**src/rtl/csa_resolver_pkg.sv**
```systemverilog
// Shared definitions for the carry_save_adder datapath: operand sizing helpers
// and the resolver state encoding.
package csa_pkg;

   // Redundant operand width: data width plus CSA growth bits.
   function automatic int csa_d(input int w, input int e);
      return w + e;
   endfunction

   // Number of CH-bit slices needed to cover d bits (ceil division).
   function automatic int csa_nc(input int d, input int ch);
      return (d + ch - 1) / ch;
   endfunction

   typedef enum logic [1:0] {
      ST_IDLE = 2'd0,
      ST_ADD  = 2'd1,
      ST_DONE = 2'd2
   } csa_state_e;

endpackage

```
**src/rtl/csa_resolver_chunk_add.sv**
```systemverilog
// Combinational CH-bit slice adder used by the chunk-serial resolver.
module csa_chunk_add #(
   parameter int CH = 2
) (
   input  logic [CH-1:0] i_a,
   input  logic [CH-1:0] i_b,
   input  logic          i_ci,
   output logic [CH-1:0] o_s,
   output logic          o_co
);

   assign {o_co, o_s} = {1'b0, i_a} + {1'b0, i_b} + {{CH{1'b0}}, i_ci};

endmodule

```
**src/rtl/csa_resolver.sv**
```systemverilog
// Resolves one redundant (sum, cout) pair to a binary total, one CH-bit slice
// per clock, with valid/ready handshakes on both sides.
module csa_resolver
   import csa_pkg::*;
#(
   parameter  int W  = 3,
   parameter  int E  = 4,
   parameter  int CH = 2,
   localparam int D  = csa_d(W, E)
) (
   input  logic         clk,
   input  logic         rst,
   input  logic         in_valid,
   output logic         in_ready,
   input  logic [D-1:0] sum,
   input  logic [D-1:0] cout,
   output logic         out_valid,
   input  logic         out_ready,
   output logic [D:0]   res,
   output logic         busy
);

   localparam int NC = csa_nc(D, CH);
   localparam int PW = NC * CH;
   localparam int IW = (NC > 1) ? $clog2(NC) : 1;
   localparam logic [IW-1:0] LAST_IDX = IW'(NC - 1);

   csa_state_e    r_state;
   csa_state_e    w_state_nxt;
   logic [PW-1:0] r_a;
   logic [PW-1:0] r_b;
   logic [PW:0]   r_acc;
   logic [PW:0]   w_acc_nxt;
   logic [D:0]    r_res;
   logic          r_carry;
   logic          r_out_valid;
   logic [IW-1:0] r_idx;
   logic [CH-1:0] w_sa;
   logic [CH-1:0] w_sb;
   logic [CH-1:0] w_ss;
   logic          w_co;
   logic          w_last;

   assign w_sa   = r_a[int'(r_idx)*CH +: CH];
   assign w_sb   = r_b[int'(r_idx)*CH +: CH];
   assign w_last = (r_idx == LAST_IDX);

   csa_chunk_add #(.CH(CH)) u_chunk (
      .i_a  (w_sa),
      .i_b  (w_sb),
      .i_ci (r_carry),
      .o_s  (w_ss),
      .o_co (w_co)
   );

   // Top bit carries the final carry-out; only matters when D is a multiple of CH.
   always_comb begin
      w_acc_nxt                      = r_acc;
      w_acc_nxt[int'(r_idx)*CH +: CH] = w_ss;
      w_acc_nxt[PW]                  = w_co;
   end

   always_comb begin
      w_state_nxt = r_state;
      unique case (r_state)
         ST_IDLE: if (in_valid)  w_state_nxt = ST_ADD;
         ST_ADD:  if (w_last)    w_state_nxt = ST_DONE;
         ST_DONE: if (out_ready) w_state_nxt = ST_IDLE;
         default:                w_state_nxt = ST_IDLE;
      endcase
   end

   always_ff @(posedge clk) begin
      if (rst) begin
         r_state     <= ST_IDLE;
         r_a         <= '0;
         r_b         <= '0;
         r_acc       <= '0;
         r_res       <= '0;
         r_carry     <= 1'b0;
         r_idx       <= '0;
         r_out_valid <= 1'b0;
      end else begin
         r_state <= w_state_nxt;
         unique case (r_state)
            ST_IDLE: begin
               if (in_valid) begin
                  r_a     <= PW'(sum);
                  r_b     <= PW'(cout);
                  r_acc   <= '0;
                  r_carry <= 1'b0;
                  r_idx   <= '0;
               end
            end
            ST_ADD: begin
               r_acc   <= w_acc_nxt;
               r_carry <= w_co;
               r_idx   <= r_idx + IW'(1);
               // res is only updated once the whole total is known, so a reset
               // mid-operation never exposes a partial result.
               if (w_last) begin
                  r_res       <= w_acc_nxt[D:0];
                  r_out_valid <= 1'b1;
                  r_idx       <= '0;
               end
            end
            ST_DONE: begin
               if (out_ready) r_out_valid <= 1'b0;
            end
            default: r_out_valid <= 1'b0;
         endcase
      end
   end

   assign in_ready  = (r_state == ST_IDLE);
   assign busy      = (r_state != ST_IDLE);
   assign out_valid = r_out_valid;
   assign res       = r_res;

endmodule

```
**config.mk**
```make
export PLATFORM = sky130hd
export DESIGN_NAME = csa_resolver
export DESIGN_NICKNAME = d
export VERILOG_FILES = /design/src/rtl/csa_resolver_pkg.sv /design/src/rtl/csa_resolver_chunk_add.sv /design/src/rtl/csa_resolver.sv
export SDC_FILE = /design/constraint.sdc
export NUM_CORES = 1
export LEC_CHECK = 0
export ABC_AREA = 1
export CAP_MARGIN = 5
export CORE_ASPECT_RATIO = 1.4
export CORE_MARGIN = 2
export CORE_UTILIZATION = 47
export CTS_CLUSTER_SIZE = 20
export DETAILED_ROUTE_END_ITERATION = 10
export GPL_ROUTABILITY_DRIVEN = 1
export HOLD_SLACK_MARGIN = 0.15
export PLACE_DENSITY = 0.77
export SLEW_MARGIN = 20
export SYNTH_ARGS = -nofsm -noshare
export SYNTH_HDL_FRONTEND = slang
export SYNTH_SLANG_ARGS = --single-unit
```
**constraint.sdc**
```tcl
create_clock -name clk -period 2.4 [get_ports clk]
set_input_delay 0.48 -clock clk [delete_from_list [all_inputs] [get_ports clk]]
set_output_delay 0.48 -clock clk [all_outputs]
set_load 0.01 [all_outputs]
```
==> flow_metrics.tcl <==
set metrics [dict create \
    setup_violations 0 \
    antenna-diode-count 0 \
    clock-sinks 36 \
    postRouteAntennaNets 0 \
    root_buffer "sky130_fd_sc_hd__clkbuf_8" \
    worst_setup_ep_type "flip-flop" \
    final_net_count 305 \
    clock_insertion_delay_at_the_later_pin_of_the_skew_report_ns 0.30 \
    layout.core_utilization 0.6171 \
    yosysWarningCount 0 \
    post_synth.cell_area_avg_um2 7.093 \
    timing.slew.headroom 0.7343 \
    clock.fmax_mhz 450.3 \
    cp_num_buf_inv 2 \
    post-synth-top-count-cell "sky130_fd_sc_hd__nor2_1" \
    worst_slack_ns 0.1794 \
    fill_cells 344 \
    final.min_clock_period_ns 2.221 \
    top_level_ports 29 \
    first_global_vias 1510 \
    synth_top_cells_by_area "sky130_fd_sc_hd__dfxtp_1, sky130_fd_sc_hd__nor2_1, sky130_fd_sc_hd__inv_1" \
    synth_top_area_cell "sky130_fd_sc_hd__dfxtp_1" \
    share_of_cells_above_drive_strength_1 0.08214 \
    drt_drc_violations_left 0 \
    critical_path.max_stage_delay_ns 0.43 \
    p_leak_nw 0.9894 \
    die_width_um 55.71 \
    syn_inst 248 \
    worst_hold_slack_ns 0.4681 \
    drt-total-wl_um 3468 \
    synth.cells.most_frequent "sky130_fd_sc_hd__nor2_1, sky130_fd_sc_hd__inv_1, sky130_fd_sc_hd__dfxtp_1, sky130_fd_sc_hd__nand2_1, sky130_fd_sc_hd__o21ai_0" \
    power.density_cell_area_mw_per_mm2 722.7 \
    syn_std_cell_area_mm2 0.001759 \
    ir_worst_vdd_mv 0.7140 \
    timing_worst_slew_pin_value_ns 0.3980 \
    seq_total_area_yosys 0.4097 \
    min_path_type "reg2reg" \
    initial_core_utilization 0.4872 \
    critical-path-top-delay-family "adder cells" \
    placed_cells_incl_taps 314 \
    crit_path_max_fanout 8 \
    cts_buf_count 5 \
    maximum_clock_skew_at_final_layout_ns 0.007561 \
    final-seq-area_um2 720.7 \
    initial_antenna_violation_count 0 \
    firstDrtPassIters 4 \
    reg2reg_slack_ns 0.18 \
    design.die.area_mm2 0.004255 \
    dpl.hpwl_um 2546 \
    post-route-period-util 0.9252 \
    synth_enable_flop_cells 0 \
    placement.io_buffers 28 \
    floorplan.core_area_mm2 0.003611 \
    synth_register_bits 36 \
    required_ns 2.63 \
    tritoncts "done" \
    synth.distinct_cells 25 \
    post_synthesis_async_set_or_reset_flop_share 0 \
    ctsHtreeMaxLevel 2 \
    synth_largest_type_area_fraction 0.4097 \
    die_height_um 76.39 \
    post_synth_net_total 274 \
    drv.max_cap_violation_count 0 \
    outcome "completed" \
    path_class "reg2reg" \
    num_vias 1550 \
    areaGrowthSynthToFinish_pct 26.67 \
    ys_dominant_reg_cell "sky130_fd_sc_hd__dfxtp_1" \
    post_cts.repair.setup_buffers 0 \
    gpl.final_weighted_congestion 0.8521 \
    hold_viol 0 \
    drt_iter0_markers 32 \
    clock_edge_transition_at_the_registers_on_the_reported_setup_and_hold_paths_ns 0.07 \
    post_route_standard_cell_area_excluding_fillers_mm2 0.002228 \
    instances_no_fill 322 \
    max-clock-path-buffers 2 \
    pre_cts_slack_ns 0.1313 \
    worst_setup_path_start_kind "flip-flop" \
    std_cell_rows 26 \
    wire_per_inst_um 10.77 \
    grt_first_pass_wirelength_um 6251 \
    overflow 0 \
    timing.critical_path.cells "buf_4 -> o21ai_0 -> o22ai_1 -> fa_1 -> inv_1 -> fa_1 -> nor2_2 -> nand3_1 -> nand2_1 -> nand2_1 -> a21oi_1" \
    grt_usage 0.1831 \
    worst-endpoint-arrival_ns 2.45 \
    dp_area_mm2 0.002067 \
    crit_path_top_delay_cell "sky130_fd_sc_hd__fa_1" \
    grt_max_degree 20 \
    detail_route.vias_per_cell 4.814 \
    finalMaxSlewViolations 0 \
    multi_input_area_um2 828.3 \
]
path summary, 6_finish.rpt:
| check | endpoint | from | depth (start not counted) |
|---|---|---|---|
| setup / recovery | r_acc[7]$_SDFFE_PP0P_ | r_idx[0]$_SDFFE_PP0P_ | 11 |
| hold / removal | r_acc[1]$_SDFFE_PP0P_ | r_acc[1]$_SDFFE_PP0P_ | 2 |
| setup reg to reg | r_acc[7]$_SDFFE_PP0P_ | r_idx[0]$_SDFFE_PP0P_ | 11 |
| hold reg to reg | r_acc[1]$_SDFFE_PP0P_ | r_acc[1]$_SDFFE_PP0P_ | 2 |
layout by cell type, fill, tap and decap left out, drive strengths merged:
cell type and n:
o21ai 28, bufinv 3, nand2 39, clkbuf 5, dfxtp 36, fa 2
clkinv 1, o21bai 3, nand3 7, ha 6, a21oi 22, inv 39
o22ai 2, buf 5, nand3b 1, clkdlybuf4s50 28, or2 1, nor3 1
nor2 50, o21a 1
worst min-delay path: cells and delay by family, from the launching register on:
kind            cells  cell delay [ns]
compound gates      1             0.05
flops               1             0.31
simple gates        1             0.06
routing by layer:
layer	share of wire	vias up	GRT usage
met5	0	-	0
met4	0.027	0	0.08780
met3	0.036	9	0.04584
met2	0.50	35	0.3202
met1	0.43	677	0.2032
li1	-	829	-
metrics by stage:
step           setup TNS, ns   power, W
2_1_floorplan              0  0.0008055
3_3_place_gp               0  0.0008730
3_5_place_dp               0  0.0008772
4_1_cts                    0   0.001616
5_1_grt             -0.01006   0.001676
6_report                   0   0.001610
state kept, by name (all words and copies together), names as in the netlist:
name and flops:
r_acc 8, res 8, r_a 7, r_b 7
r_idx 2, r_state 2, out_valid 1, r_carry 1
timing repair:
action	in CTS	in global routing
hold buffers	0	0
resized for setup	0	3
endpoints found under the setup margin	0	6
power breakdown:
group	leakage (nW)	switching (W)	internal (W)	total [W]
Combinational	0.617	0.000132	0.0000948	0.000227
Clock	0.0784	0.000224	0.000520	0.000743
Sequential	0.294	0.0000157	0.000625	0.000640
final cells by class:
class,instances,area share
Multi-Input combinational cell,163,0.3717
Sequential cell,36,0.3234
Timing Repair Buffer,33,0.1426
Inverter,40,0.06738
Clock inverter,3,0.04043
Clock buffer,5,0.03088
Tap cell,42,0.02358
kinds of logic after synthesis:
family                   after synthesis  share of synthesized area
adder cells (fa/ha/maj)                8                    0.06543
AND/OR/NAND/NOR                       99                     0.2376
buffers and inverters                 49                     0.1209
flip-flops                            36                     0.4097
AO/OA/AOI/OAI                         56                     0.1664
Power figures use the tool's default switching activity.
